**src/rtl/rpn_stack_engine.sv**
```systemverilog
// rpn_stack_engine: RPN evaluator with a DEPTH-entry stack; define RPN_DIV_EN to build the DIV/MOD divider.
module rpn_stack_engine #(
  parameter int WIDTH = 32,
  parameter int DEPTH = 16
) (
  input  logic                         clk,
  input  logic                         rst,
  input  logic                         input_stb,
  input  logic [WIDTH-1:0]             input_data,
  input  logic                         is_input_operator,
  output logic                         input_ack,
  output logic                         output_stb,
  output logic [WIDTH-1:0]             output_data,
  output logic [2:0]                   output_err,
  input  logic                         output_ack,
  output logic [$clog2(DEPTH+1)-1:0]   stack_depth
);
  localparam int SW = $clog2(DEPTH+1);
  localparam int AW = $clog2(DEPTH);
`ifdef RPN_DIV_EN
  localparam int CW = $clog2(WIDTH);
  typedef enum logic [2:0] {ACCEPT, EXEC, DRAIN, EMIT, DIV} state_t;
`else
  typedef enum logic [2:0] {ACCEPT, EXEC, DRAIN, EMIT} state_t;
`endif
  state_t r_state, w_next;
  logic [WIDTH-1:0] r_stk [DEPTH];
  logic [WIDTH-1:0] r_data, w_wd, w_t, w_n, w_alu;
  logic [SW-1:0] r_sp, w_sp;
  logic [AW-1:0] w_wa, w_ti, w_ni;
  logic [2:0] r_err, w_err, w_op;
  logic r_isop, r_ack, w_wr, w_end, w_take;
  assign w_op = r_data[2:0];
  assign w_end = r_isop && w_op == 3'd5;
  assign w_take = (r_state == ACCEPT || r_state == DRAIN) && input_stb;
  assign w_ti = AW'(r_sp - SW'(1));
  assign w_ni = AW'(r_sp - SW'(2));
  assign w_t = r_stk[w_ti];
  assign w_n = r_stk[w_ni];
  assign w_alu = w_op == 3'd0 ? w_n + w_t : w_op == 3'd1 ? w_n - w_t : w_n * w_t;
  assign input_ack = r_ack;
  assign output_stb = r_state == EMIT;
  assign output_data = (output_stb && r_err == 3'd0) ? w_t : '0;
  assign output_err = output_stb ? r_err : 3'd0;
  assign stack_depth = r_sp;
`ifdef RPN_DIV_EN
  logic [CW-1:0] r_cnt;
  logic [WIDTH-1:0] r_q, r_r, w_qn, w_rn;
  logic [WIDTH:0] w_rs, w_df;
  // restoring step: r_q shifts dividend bits out and quotient bits in
  assign w_rs = {r_r, r_q[WIDTH-1]};
  assign w_df = w_rs - {1'b0, w_t};
  assign w_rn = w_df[WIDTH] ? w_rs[WIDTH-1:0] : w_df[WIDTH-1:0];
  assign w_qn = {r_q[WIDTH-2:0], ~w_df[WIDTH]};
  always_ff @(posedge clk or posedge rst)
    if (rst) begin
      r_cnt <= '0;
      r_q <= '0;
      r_r <= '0;
    end else if (r_state == EXEC) begin
      r_cnt <= '0;
      r_q <= w_n;
      r_r <= '0;
    end else if (r_state == DIV) begin
      r_cnt <= r_cnt + CW'(1);
      r_q <= w_qn;
      r_r <= w_rn;
    end
`endif
  always_comb begin
    w_next = r_state;
    w_err = r_err;
    w_sp = r_sp;
    w_wr = 1'b0;
    w_wa = w_ti;
    w_wd = w_alu;
    case (r_state)
      ACCEPT, DRAIN: w_next = input_stb ? EXEC : r_state;
      EXEC: begin
        w_next = ACCEPT;
        if (r_err == 3'd0) begin
          if (!r_isop) begin
            if (r_sp == SW'(DEPTH)) w_err = 3'd1;
            else begin
              w_wr = 1'b1;
              w_wa = AW'(r_sp);
              w_wd = r_data;
              w_sp = r_sp + SW'(1);
            end
          end else if (w_op <= 3'd2) begin
            if (r_sp < SW'(2)) w_err = 3'd2;
            else begin
              w_wr = 1'b1;
              w_wa = w_ni;
              w_sp = r_sp - SW'(1);
            end
          end else if (w_end) begin
            w_err = r_sp == '0 ? 3'd2 : r_sp > SW'(1) ? 3'd4 : 3'd0;
            w_next = EMIT;
          end
`ifdef RPN_DIV_EN
          else if (w_op <= 3'd4) begin
            w_err = r_sp < SW'(2) ? 3'd2 : w_t == '0 ? 3'd3 : 3'd0;
            w_next = DIV;
          end
`endif
          else w_err = 3'd5;
        end
        if (w_err != 3'd0) w_next = w_end ? EMIT : DRAIN;
      end
`ifdef RPN_DIV_EN
      DIV: if (r_cnt == CW'(WIDTH-1)) begin
        w_next = ACCEPT;
        w_wr = 1'b1;
        w_wa = w_ni;
        w_wd = w_op == 3'd3 ? w_qn : w_rn;
        w_sp = r_sp - SW'(1);
      end
`endif
      EMIT: if (output_ack) begin
        w_next = ACCEPT;
        w_sp = '0;
        w_err = 3'd0;
      end
      default: ;
    endcase
  end
  always_ff @(posedge clk or posedge rst)
    if (rst) begin
      r_state <= ACCEPT;
      r_err <= 3'd0;
      r_sp <= '0;
      r_ack <= 1'b0;
      r_data <= '0;
      r_isop <= 1'b0;
    end else begin
      r_state <= w_next;
      r_err <= w_err;
      r_sp <= w_sp;
      r_ack <= w_take;
      if (w_take) begin
        r_data <= input_data;
        r_isop <= is_input_operator;
      end
    end
  always_ff @(posedge clk)
    if (w_wr) r_stk[w_wa] <= w_wd;
endmodule

```
**config.mk**
```make
export PLATFORM = sky130hd
export DESIGN_NAME = rpn_stack_engine
export DESIGN_NICKNAME = d
export VERILOG_FILES = /design/src/rtl/rpn_stack_engine.sv
export SDC_FILE = /design/constraint.sdc
export NUM_CORES = 2
export LEC_CHECK = 0
export CORE_UTILIZATION = 65
export CTS_CLUSTER_DIAMETER = 120
export DETAILED_ROUTE_END_ITERATION = 16
export PLACE_DENSITY = 0.89
export SYNTH_ARGS = -nofsm -noshare
export SYNTH_HDL_FRONTEND = slang
export SYNTH_SLANG_ARGS = --single-unit
```
**constraint.sdc**
```tcl
create_clock -name clk -period 34.5 [get_ports clk]
set_clock_uncertainty 0.05 [all_clocks]
set_input_delay 6.9 -clock clk [delete_from_list [all_inputs] [get_ports clk]]
set_output_delay 6.9 -clock clk [all_outputs]
set_load 0.01 [all_outputs]
```
==> metrics.md <==
| Metric | Value |
|---|---|
| Congestion Overflow GR | 0 |
| Slowest-stage cell, CP | a211oi_2 |
| Data arrival, critical path | 13.45 ns |
| Slew @ Worst Pin | 1.62 ns |
| Setup ws final | 21.25 ns |
| Critical path endpoint category | flop |
| Area grow syn2layout | 8.01% |
| Reg2reg setup slack | 21.25 ns |
| Setup TNS | 0 ns |
| Met2 wire length | 67000 um |
| Clk_lat worst skew | 0.66 ns |
| Core Box Area | 68500 um2 |
| DRC | 0 |
| Post-CTS Setup Bufs | 0 |
| Post-synth net total | 4304 |
| Status | finished, violations left |
| Largest net degree at the start of global routing | 109 |
| Fmax | 75.5 MHz |
| CP Max Fanout | 56 |
| RR Endpoint | r_stk[11][31] |
| Number of synthesized flops with an enable pin | 512 |
| CTS Hold Buffers Added | 0 |
| Met3 wire len | 22500 um |
| GP Congestion | 1.04 |
| Stages on worst setup path | 36 |
| Synth Register Bits | 556 |
| DIE AREA | 70200 um2 |
| CTS Sinks | 556 |
| Fin crit period | 13.25 ns |
| Drt via density | 7.17 |
| Clock Tree Root | clkbuf_16 |
| Worst hold path depth | 1 |
| CP startpoint kind | flop |
| Ys async rst share | 0.0791 |
| GRT Overall Usage | 0.432 |
| Rel. slew slack | -0.0792 |
| Final #Nets | 4326 |
| CP Buf/Inv Count | 10 |
| Port bufs | 78 |
| Top-area cell type share of the netlist area | 0.342 |
| Vias in the first global route | 34600 |
| Top delay family on crit path | adder cells |
| Crit path capture | r_stk[11][31] |
| Worst Setup SP | stack_depth[1] |
| Share of cells above drive strength 1 | 0.149 |
| Final core occ | 0.709 |
| First-pass GRT wire length | 219000 um |
| Detailed Routing Iterations Pass 1 | 9 |
| Synth Cell Area | 44900 um2 |
| M1 WL | 46000 um |
| Initial Util | 0.656 |
| CP peak stage delay | 0.94 ns |
| CP Class | reg2reg |
| Launching point of the worst reg2reg path | stack_depth[1] |
| Initial antenna violation count | 3 |
| Largest area contributor in the netlist | edfxtp_1 |
| DRT Wirelength | 149000 um |
| RSZ-0062 raised after global routing | no |
| Sequential share of the synthesized area | 0.367 |
| Max-Cap Viols | 1 |
| R2R cell count | 36 |
| DRT iter0 DRCs | 5309 |
| Die Y | 265 um |
| Final Hold Vio Count | 0 |
| Post-CTS Resized | 0 |
| Syn Inst Count | 3666 |
| Data required, critical path | 34.70 ns |
| Top routing layer used | met5 |
| Top post-synthesis cells by count | edfxtp_1, inv_1, nor2_1, fa_1, nand2_1 |
| CTS tree | done |
| Design area | 48500 um2 |
| Most common cell in the netlist | edfxtp_1 |
| Worst Hold Class | reg2reg |
| Pre-CTS WS | 21.78 ns |
| Cell Area, Placed | 46500 um2 |
| Final setup fails | 0 |
| DIE WIDTH | 265 um |
| Final HPWL DP | 96600 um |
| Core Rows | 96 |
| Synth Flop Type | edfxtp_1 |
| Failing checks | capacitance limit, slew limit |
| IO Count | 79 |
| DR vias | 33100 |
| Cell variety after synth | 78 |
| Worst-path clk slew | 0.06 ns |
| Mean Syn Cell Area | 12.3 um2 |
| CTS buffer count | 58 |
| Crit path top cell by count | inv_1 |
| Slew Viols, Final | 16 |
| Top cells by area, synth | edfxtp_1, fa_1, mux4_2 |
| Drt wl/cell | 32.2 um |
| CTS max path bufs | 3 |
| Final ANT Viol Nets | 0 |
| Htree depth | 2 |
| Fin crit share | 0.384 |
| Synthesis Warnings | 0 |
layout make-up:
class,count,area [um2]
Antenna cell,3,7.51
Fill cell,4330,20000
Timing Repair Buffer,153,1360
Clock buffer,68,1490
Clock inverter,38,467
Multi-Input combinational cell,2399,25600
Tap cell,882,1100
Sequential cell,556,16500
Inverter,520,1950
flip-flops by register name, indices dropped and copies added (netlist names):
register     count
r_stk          512
r_data          32
stack_depth      5
r_err            3
r_state          2
input_ack        1
r_isop           1
cell families (layout without fill, tap and decap cells):
kind of cell               count (synthesis)  after routing  synth area share
and+or+nand+nor                          903            903            0.0834
xor gates and xnor gates                 121            121            0.0243
adders and majority gates                601            601             0.236
AOI/OAI and AO/OA                        347            347            0.0493
other                                      0              3                 0
buffers and inverters                    711            779            0.0666
muxes                                    427            427             0.174
DFF                                      556            556             0.367
worst register-to-register path, delay by kind of cell, from the launching register on:
family | cells | cell delay (ns)
AOI/OAI and AO/OA | 8 | 2.97
and+or+nand+nor | 3 | 0.58
adders and majority gates | 11 | 4.71
muxes | 3 | 1.48
xor gates and xnor gates | 1 | 0.12
buffers and inverters | 10 | 2.08
DFF | 1 | 0.90
how the worst min path moves through the flow:
stage	start	endpoint
after floorplan	r_data[23]	r_data[23]
after global placement	r_data[14]	r_data[14]
after detailed placement	r_data[13]	r_data[13]
after CTS	r_data[13]	r_data[13]
after global routing	r_data[13]	r_data[13]
final	r_data[13]	r_data[13]
per-layer routing:
layer | up-vias | track usage
met2 | 3340 | 0.662
li1 | 12700 | -
met5 | - | 0
met3 | 922 | 0.135
met1 | 16200 | 0.520
met4 | 4 | 0.312
layout by cell type, fill, tap and decap left out, types with 16 or more instances in the layout:
cell | synthesis | layout
nand2b_1 | 16 | 16
xor2_1 | 25 | 24
mux4_2 | 274 | 274
and2_1 | 19 | 19
nor2_4 | 0 | 16
xnor2_1 | 93 | 92
nand2_1 | 288 | 287
mux2i_1 | 78 | 78
edfxtp_1 | 512 | 512
o21ai_0 | 72 | 70
fa_1 | 410 | 410
nor2_1 | 463 | 447
buf_4 | 28 | 73
mux2_2 | 73 | 73
clkinv_1 | 10 | 18
clkbuf_16 | 0 | 58
clkdlybuf4s50_1 | 0 | 78
o21bai_1 | 18 | 18
nand3_1 | 16 | 16
ha_1 | 191 | 189
dfrtp_1 | 44 | 42
a21oi_1 | 103 | 103
a21o_1 | 24 | 24
inv_1 | 506 | 505
nor3_1 | 21 | 21
nor2b_1 | 37 | 36
through the flow:
step / instances / hold WS, ns
detailed placement: 4509 / 0.447
CTS: 4615 / 0.461
global route: 4616 / 0.471
floorplan: 3666 / 0.431
global placement: 4509 / 0.442
finish: 4619 / 0.458
Power is left out: the tool's default activity adds up to more than one toggle a clock period on the data nets, which glitch-free logic cannot reach.
